$ cat config.mk
export PLATFORM = sky130hd
export DESIGN_NAME = pipe_scroller_flat
export DESIGN_NICKNAME = d
export VERILOG_FILES = /design/src/rtl/flappy_pkg.sv /design/src/rtl/pipe_scroller_if.sv /design/src/rtl/pipe_scroller_lfsr_gap_gen.sv /design/src/rtl/pipe_scroller.sv /design/src/flat_wrapper.sv
export SDC_FILE = /design/constraint.sdc
export NUM_CORES = 1
export LEC_CHECK = 0
export ABC_AREA = 1
export CORE_MARGIN = 8
export CORE_UTILIZATION = 45
export CTS_CLUSTER_SIZE = 16
export DETAILED_ROUTE_END_ITERATION = 10
export GPL_ROUTABILITY_DRIVEN = 0
export PLACE_DENSITY = 0.76
export SLEW_MARGIN = 20
export SYNTH_ARGS = -nofsm -noshare
export SYNTH_HDL_FRONTEND = slang
export SYNTH_HIERARCHICAL = 1
export SYNTH_SLANG_ARGS = --single-unit
$ cat constraint.sdc
create_clock -name clk -period 2.2 [get_ports clk]
set_clock_uncertainty 0.1 [all_clocks]
set_input_delay 0.33 -clock clk [delete_from_list [all_inputs] [get_ports clk]]
set_output_delay 0.33 -clock clk [all_outputs]
set_load 0.05 [all_outputs]
$ cat src/rtl/flappy_pkg.sv
// Shared types and helpers for the pipe-field generator.
package flappy_pkg;

  typedef enum logic [1:0] {
    IDLE   = 2'd0,
    RUN    = 2'd1,
    FROZEN = 2'd2
  } state_t;

  // Fibonacci taps for x^8+x^6+x^5+x^4+1 on a left-shifting register
  localparam logic [7:0] LFSR_TAPS = 8'hB8;

  // Widest column the helper can describe
  localparam int MAX_ROWS = 32;

  // Pipe column for gap start g: lit everywhere except rows g..g+gap-1
  function automatic logic [MAX_ROWS-1:0] gap_pattern(input int g, input int gap, input int rows);
    logic [MAX_ROWS-1:0] p;
    p = '0;
    for (int r = 0; r < MAX_ROWS; r++) begin
      if (r < rows && (r < g || r >= g + gap)) p[r] = 1'b1;
    end
    return p;
  endfunction

endpackage

$ cat src/rtl/pipe_scroller_if.sv
// Control inputs and frame/score outputs of the pipe scroller.
interface pipe_scroller_if #(
  parameter int ROWS    = 8,
  parameter int COLS    = 16,
  parameter int SCORE_W = 8
) ();

  logic                 start;
  logic                 crash;
  logic [1:0]           speed;
  logic [COLS*ROWS-1:0] frame;
  logic [ROWS-1:0]      bird_col;
  logic                 tick;
  logic                 pass;
  logic [SCORE_W-1:0]   score;
  logic                 running;

  modport master (
    output start, crash, speed,
    input  frame, bird_col, tick, pass, score, running
  );

  modport slave (
    input  start, crash, speed,
    output frame, bird_col, tick, pass, score, running
  );

endinterface

$ cat src/rtl/pipe_scroller_lfsr_gap_gen.sv
// Free-running LFSR and the pipe column it selects.
module lfsr_gap_gen
  import flappy_pkg::*;
#(
  parameter int         ROWS = 8,
  parameter int         GAP  = 3,
  parameter logic [7:0] SEED = 8'hA5
) (
  input  logic            clk,
  input  logic            reset,
  output logic [ROWS-1:0] pattern
);

  localparam int IW     = $clog2(ROWS);
  localparam int MAXPOS = ROWS - GAP;

  logic [7:0] lfsr;
  int         cand;
  int         g;

  // LFSR advances every clock regardless of game state
  always_ff @(posedge clk) begin
    if (reset) lfsr <= SEED;
    else       lfsr <= {lfsr[6:0], ^(lfsr & LFSR_TAPS)};
  end

  // Fold out-of-range candidates back into 0..MAXPOS without a divider
  always_comb begin
    cand    = int'(lfsr[IW-1:0]);
    g       = (cand > MAXPOS) ? cand - (MAXPOS + 1) : cand;
    pattern = ROWS'(gap_pattern(g, GAP, ROWS));
  end

endmodule

$ cat src/rtl/pipe_scroller.sv
// Scrolling pipe field: FSM, tick divider, spacing counter, frame and score.
module pipe_scroller
  import flappy_pkg::*;
#(
  parameter int         ROWS     = 8,
  parameter int         COLS     = 16,
  parameter int         GAP      = 3,
  parameter int         SPACING  = 4,
  parameter int         PERIOD   = 1024,
  parameter int         BIRD_COL = 2,
  parameter int         SCORE_W  = 8,
  parameter logic [7:0] SEED     = 8'hA5
) (
  input logic            clk,
  input logic            reset,
  pipe_scroller_if.slave bus
);

  localparam int DIV_W = $clog2(PERIOD);
  localparam int SP_W  = $clog2(SPACING);

  state_t               state;
  logic [DIV_W-1:0]     div_cnt;
  logic [SP_W-1:0]      sp_cnt;
  logic [COLS*ROWS-1:0] frame;
  logic                 tick;
  logic                 pass;
  logic [SCORE_W-1:0]   score;
  logic [ROWS-1:0]      pattern;
  logic [ROWS-1:0]      new_col;
  logic [31:0]          limit;
  logic                 div_hit;
  logic                 scroll;
  logic                 col0_lit;

  lfsr_gap_gen #(.ROWS(ROWS), .GAP(GAP), .SEED(SEED)) u_gen (
    .clk     (clk),
    .reset   (reset),
    .pattern (pattern)
  );

  // Scroll decision; >= lets a mid-count speed-up fire immediately
  always_comb begin
    limit    = (PERIOD >> bus.speed) - 1;
    div_hit  = (32'(div_cnt) >= limit);
    scroll   = (state == RUN) && !bus.crash && div_hit;
    col0_lit = (frame[ROWS-1:0] != '0);
    new_col  = (sp_cnt == '0) ? pattern : '0;
  end

  // Game state; crash takes priority over a pending scroll
  always_ff @(posedge clk) begin
    if (reset) begin
      state <= IDLE;
    end else begin
      case (state)
        IDLE:    if (bus.start) state <= RUN;
        RUN:     if (bus.crash) state <= FROZEN;
        FROZEN:  if (bus.start) state <= IDLE;
        default: state <= IDLE;
      endcase
    end
  end

  // Tick divider and pipe spacing counter
  always_ff @(posedge clk) begin
    if (reset) begin
      div_cnt <= '0;
      sp_cnt  <= '0;
    end else begin
      case (state)
        RUN: begin
          if (!bus.crash) div_cnt <= div_hit ? '0 : div_cnt + 1'b1;
          if (scroll) sp_cnt <= (sp_cnt == SP_W'(SPACING - 1)) ? '0 : sp_cnt + 1'b1;
        end
        FROZEN: begin
          if (bus.start) begin
            div_cnt <= '0;
            sp_cnt  <= '0;
          end
        end
        default: begin
          div_cnt <= '0;
          sp_cnt  <= '0;
        end
      endcase
    end
  end

  // Frame shift register; new columns enter at the right edge
  always_ff @(posedge clk) begin
    if (reset || state == IDLE || (state == FROZEN && bus.start)) frame <= '0;
    else if (scroll)                                             frame <= {new_col, frame[COLS*ROWS-1:ROWS]};
  end

  // Tick/pass pulses and saturating score
  always_ff @(posedge clk) begin
    if (reset) begin
      tick  <= 1'b0;
      pass  <= 1'b0;
      score <= '0;
    end else begin
      tick <= scroll;
      pass <= scroll && col0_lit;
      if (state == IDLE && bus.start)                   score <= '0;
      else if (scroll && col0_lit && score != '1)       score <= score + 1'b1;
    end
  end

  assign bus.frame    = frame;
  assign bus.bird_col = frame[BIRD_COL*ROWS +: ROWS];
  assign bus.tick     = tick;
  assign bus.pass     = pass;
  assign bus.score    = score;
  assign bus.running  = (state == RUN);

endmodule

$ cat src/flat_wrapper.sv
// flat-port wrapper written by rule: the top's interface ports become plain ports
module pipe_scroller_flat import flappy_pkg::*;
#(
  parameter int         ROWS     = 8,
  parameter int         COLS     = 16,
  parameter int         GAP      = 3,
  parameter int         SPACING  = 4,
  parameter int         PERIOD   = 1024,
  parameter int         BIRD_COL = 2,
  parameter int         SCORE_W  = 8,
  parameter logic [7:0] SEED     = 8'hA5
)
  (clk, reset, bus_start, bus_crash, bus_speed, bus_frame, bus_bird_col, bus_tick, bus_pass, bus_score, bus_running);
  pipe_scroller_if #(.ROWS(ROWS), .COLS(COLS), .SCORE_W(SCORE_W)) bus_i ();
  input logic clk;
  input logic reset;
  input wire logic [$bits(bus_i.start)-1:0] bus_start;
  input wire logic [$bits(bus_i.crash)-1:0] bus_crash;
  input wire logic [$bits(bus_i.speed)-1:0] bus_speed;
  output wire logic [$bits(bus_i.frame)-1:0] bus_frame;
  output wire logic [$bits(bus_i.bird_col)-1:0] bus_bird_col;
  output wire logic [$bits(bus_i.tick)-1:0] bus_tick;
  output wire logic [$bits(bus_i.pass)-1:0] bus_pass;
  output wire logic [$bits(bus_i.score)-1:0] bus_score;
  output wire logic [$bits(bus_i.running)-1:0] bus_running;
  assign bus_i.start = bus_start;
  assign bus_i.crash = bus_crash;
  assign bus_i.speed = bus_speed;
  assign bus_frame = bus_i.frame;
  assign bus_bird_col = bus_i.bird_col;
  assign bus_tick = bus_i.tick;
  assign bus_pass = bus_i.pass;
  assign bus_score = bus_i.score;
  assign bus_running = bus_i.running;
  pipe_scroller #(.ROWS(ROWS), .COLS(COLS), .GAP(GAP), .SPACING(SPACING), .PERIOD(PERIOD), .BIRD_COL(BIRD_COL), .SCORE_W(SCORE_W), .SEED(SEED)) u_core (.clk(clk), .reset(reset), .bus(bus_i));
endmodule
# == After elaboration in Yosys (flattened, before gate mapping) ==
# Index checks and enable logic that the tools add are counted.
# totals
inputBits,6
reg_bits,160
elab_cells,88
out_inout_bits,147
# op_classes
shifts,1
addsub,6
muxes,21
reduce_logical,25
eq_ne,9
order_cmp,18
# op_table
cell,n
$ge A4 B32 Y1 const A,4
$lt A4 B32 Y1 const A,4
$ge A3 B32 Y1 const A,2
$lt A3 B32 Y1 const A,2
$add A32 B3 Y32 const B,1
$ge A1 B32 Y1 const A,1
$ge A10 B32 Y1,1
$ge A2 B32 Y1 const A,1
$lt A1 B32 Y1 const A,1
$lt A2 B32 Y1 const A,1
$mux W32,1
$shr A11 B2 Y32 const A,1
$sub A32 B2 Y32 const B,1
$mux W10,3
$pmux W10 S2,1
$add A10 B1 Y10 const B,1
$logic_or A1 B1 Y1,10
$mux W2,5
$add A8 B1 Y8 const B,1
$mux W1,8
$mux W8,1
$ne A2 B2 Y1 const B,4
$ne A8 B8 Y1 const B,1
$reduce_bool A8 Y1,1
15 further kinds,23

# == Longest topological paths before layout ==
# depth
ltp_word,7
mapped_depth,15
depth_no_buf,15

# == By module ==
# The synthesis kept the hierarchy.
# by_module_without_submodules
mod,area_per_inst_um2,cells_per_inst,instances
pipe_scroller,5938.2,790,1
lfsr_gap_gen,656.9,85,1

# == Worst setup path before layout ==
# OpenSTA, ideal clock, no wires.
# synth_path
kind,input-to-reg
start,input bus_speed[0]
end,register u_core.frame[10] (netlist: u_core/bus.frame[10])
cell_stages,13
required_ns,1.986
setup_time_ns,0.114
setup_slack_ns,0.082
t_arrival_ns,1.904
path_buffers,2
cell_sequence,inv_1 > nand2_1 > ha_1 > ha_1 > nand3_1 > nor2_1 > nand2_4 > nand2_8 > nand2_4 > buf_6 > buf_2 > o21ai_1 > nor2_1
# synth_via
elab_chain_cells,4
# synth_rtl
item,line_no,source
start: declaration,flat_wrapper.sv:19,input wire logic [$bits(bus_i.speed)-1:0] bus_speed;
$shr A11 B2 Y32,pipe_scroller.sv:44,limit = (PERIOD >> bus.speed) - 1;
$sub A32 B2 Y32,pipe_scroller.sv:44,
$ge A10 B32 Y1,pipe_scroller.sv:45,div_hit = (32'(div_cnt) >= limit);
$logic_and A1 B1 Y1,pipe_scroller.sv:46,scroll = (state == RUN) && !bus.crash && div_hit;
end signal: assignment,pipe_scroller.sv:93,"else if (scroll) frame <= {new_col, frame[COLS*ROWS-1:ROWS]};"
end: declaration,pipe_scroller.sv:25,logic [COLS*ROWS-1:0] frame;
# No other way between the ends.
# A chain may end at the register's enable or synchronous reset.

# == Worst setup path in the final report ==
# layout_path
start,register u_core.frame[123] (netlist: u_core/bus.frame[123])
end,output bus_frame[123]
# layout_lines
item,line_no,source
end: declaration,flat_wrapper.sv:20,output wire logic [$bits(bus_i.frame)-1:0] bus_frame;
# No word-level cell between the ends.

==> flow_summary_export.csv <==
group,metric,value,unit
run_status,status,"finished, final reports clean",
critical_path,cp.arrival,1.70,ns
routing,via_per_inst,4.94,
critical_path,crit_family,"buffers and inverters",
yosys,seq_area_frac_synth,48.6,%
min_path,min_from,"u_core/u_gen/lfsr[6]$_SDFF_PP0_",
placement,dpl_worst_slack,-0.620,ns
power_and_ir_drop,vdd_drop_max,0.578,mV
timing,finalSetupViolCount,0,
yosys,yosys_register_bits,160,
critical_path,path_max_fanout,3,
placement,dpl-instance-area,8390,um^2
routing,drtIter0Drc,383,
power_and_ir_drop,p_per_area,664,nW/um^2
timing,finalCritPeriodShare,97.0,%
yosys,synth_edf_count,0,
global_routing,grt_pass1_wl,27700,um
critical_path,start_kind,"flop",
timing,timing.hold.ws,0.314,ns
floorplan,rows,44,
cts,cts_buffers,17,
routing,avgRoutedWirePerCell,14.7,um
cts,cts_max_path_buffers,2,
placement,portBuffers,152,
final_layout,drive_gt1_share,9.51,%
critical_path,rr_worst_depth,15,
critical_path,path_buf_inv,1,
final_layout,num_antenna_cells,0,
critical_path,timing.rr.start,"u_core/u_gen/lfsr[2]$_SDFF_PP1_",
routing,num_vias,6102,
timing,drv_slew,0,
global_routing,grt_overflow,0,
cts,clk_pin_slew,0.06,ns
critical_path,crit_path_end_kind,"primary output",
yosys,netlist_area,6600,um^2
global_routing,grt_pass1_vias,5657,
routing,ant_nets,0,
yosys,synth.most_common_cell,"nor2_1",
timing,max_slew_margin,62.6,%
critical_path,cpPeakStageDelay,0.85,ns
routing,drt_wl_total,18100,um
floorplan,initial_core_util,45.7,%
timing,fin_crit,2.13,ns
critical_path,reg2reg_setup_slack,0.25,ns
global_routing,antenna_found_initial,0,
yosys,synth_common_cells,"nor2_1 (294), dfxtp_1 (160), nand2_1 (86)",
cts,clk_latency,0.43,ns
global_routing,track_usage,18.3,%
cts,root_buffer,"clkbuf_16",
placement,dp_hpwl,12400,um
critical_path,path_cells,"clkdlybuf4s50_1",
min_path,hold_path_end,"u_core/u_gen/lfsr[7]$_SDFF_PP1_",
yosys,synth_top_area_cell,"dfxtp_1",
yosys,ys_async_sr_fraction,0,%
critical_path,critPathKind,"reg -> out",
final_layout,syn_to_final_growth,39.8,%
cts,cts_tree,"built",
cts,cts.sink_count,160,
final_layout,nNetsFinal,1068,
global_routing,grt_max_degree,53,
final_layout,final_cell_area,9220,um^2
yosys,synthTopCellsByArea,"dfxtp_1 (49%), nor2_1 (17%), o21ai_1 (6.1%)",
floorplan,dieArea,18800,um^2
floorplan,die_x,137,um
power_and_ir_drop,p_leak,0.00340,uW
cts,hold_buffers,0,
critical_path,crit_required,1.77,ns
routing,dr.pass1.iters,5,
flow_run,drv_cap,0,
min_path,hold_path_class,"reg -> reg",
cts,cts_max_level,4,
floorplan,core,14400,um^2
yosys,ys.flop_type,"dfxtp_1",
floorplan,boundaryPins,153,
yosys,syn-instance-count,875,
cts,post_cts_buffers,0,
timing,finalHoldViolations,0,
yosys,yosysUniqueCellTypes,33,
floorplan,die_y,137,um
routing,drc_errors,0,
critical_path,reg2reg_to,"u_core/bus.frame[120]$_SDFFE_PP0P_",
yosys,synth.avg_cell_area,7.54,um^2
yosys,ys_warn_count,6,
critical_path,cpMaxStageDelayCell,"clkdlybuf4s50_1",
timing,clock.fmax,469,MHz
timing,tightest_slew,0.560,ns
timing,setup_ws,0.0658,ns
yosys,yosysTopAreaCellShare,48.6,%
min_path,min_path_cells,1,
## worst max-delay path by stage
stage / from / end / slack [ns] / cells past startpoint
detailed placement: bus_speed[1] / u_core/bus.frame[38]$_SDFFE_PP0P_ / -0.62 / 13
finish: u_core/bus.frame[123]$_SDFFE_PP0P_ / bus_frame[123] / 0.07 / 1
floorplan: bus_speed[0] / u_core/bus.frame[10]$_SDFFE_PP0P_ / 0.08 / 13
global route: bus_speed[1] / u_core/bus.frame[38]$_SDFFE_PP0P_ / -0.04 / 13
CTS: bus_speed[0] / u_core/bus.frame[85]$_SDFFE_PP0P_ / -0.07 / 13
global placement: bus_speed[0] / u_core/bus.frame[60]$_SDFFE_PP0P_ / -0.53 / 12
## placed cells by master, fill, tap and decap left out, types with 7 or more instances in the layout
| master | n |
|---|---|
| clkdlybuf4s50_1 | 147 |
| o21ai_0 | 39 |
| o21ai_1 | 89 |
| buf_4 | 16 |
| ha_1 | 20 |
| conb_1 | 9 |
| inv_1 | 40 |
| nand4_1 | 12 |
| clkbuf_16 | 20 |
| nand3_1 | 22 |
| nor2_1 | 293 |
| buf_12 | 7 |
| nand2_1 | 84 |
| dfxtp_1 | 159 |
| a21oi_1 | 10 |
## per-layer routing
layer  GRT usage, %  up-vias  wire length [um]
met5              0        -                 0
met4           8.27        0               427
met3           4.59       31              1380
met2           29.4      181              8600
met1           22.7     2783              7710
li1               -     3107                 -
## what timing repair did
| action | in CTS | in global routing |
|---|---|---|
| cloned | 1 | 6 |
| hold endpoints to repair | 0 | 0 |
| gates resized for setup | 12 | 32 |
| endpoints found under the setup margin | 140 | 149 |
| pin swaps | 0 | 6 |
## flip-flops by register name (all words and copies together) (netlist names)
register and count:
u_core/bus.pass 1, u_core/bus.tick 1, u_core/bus.frame 128, u_core/div_cnt 10
u_core/sp_cnt 2, u_core/state 2, u_core/bus.score 8, u_core/u_gen/lfsr 8
## metrics by stage
stage,total power [uW],util (%),TNS [ns],instances
2_1_floorplan,3260,-,0,882
3_3_place_gp,3360,58.2,-67.76,1196
3_5_place_dp,3370,58.2,-77.81,1196
4_1_cts,6160,62.5,-3.09,1229
5_1_grt,6370,63.9,-0.112,1235
6_report,6130,63.9,0,1235
## cell families after synthesis
family	share of synthesized area, %
flip-flops	48.6
AND/OR/NAND/NOR	27.6
adder cells (fa/ha/maj)	4.55
XOR/XNOR	1.20
AO/OA/AOI/OAI	10.9
buffers and inverters	7.10
other	0.114
## area by class of cell
| type | instances | area [um^2] |
|---|---|---|
| fill | 1229 | 5200 |
| sequential | 160 | 3200 |
| multi-input combinational | 626 | 3040 |
| timing repair buffer | 185 | 1980 |
| clock buffer | 19 | 433 |
| tap | 184 | 230 |
| inverter | 47 | 203 |
| clock inverter | 13 | 128 |
| timing repair inverter | 1 | 11.3 |
## where the power goes
group / switching, uW / total (uW) / internal [uW]
Clock: 1220 / 2800 / 1580
Sequential: 15.3 / 2930 / 2920
Combinational: 239 / 398 / 159
Total: 1480 / 6130 / 4650
Power figures use the tool's default switching activity.
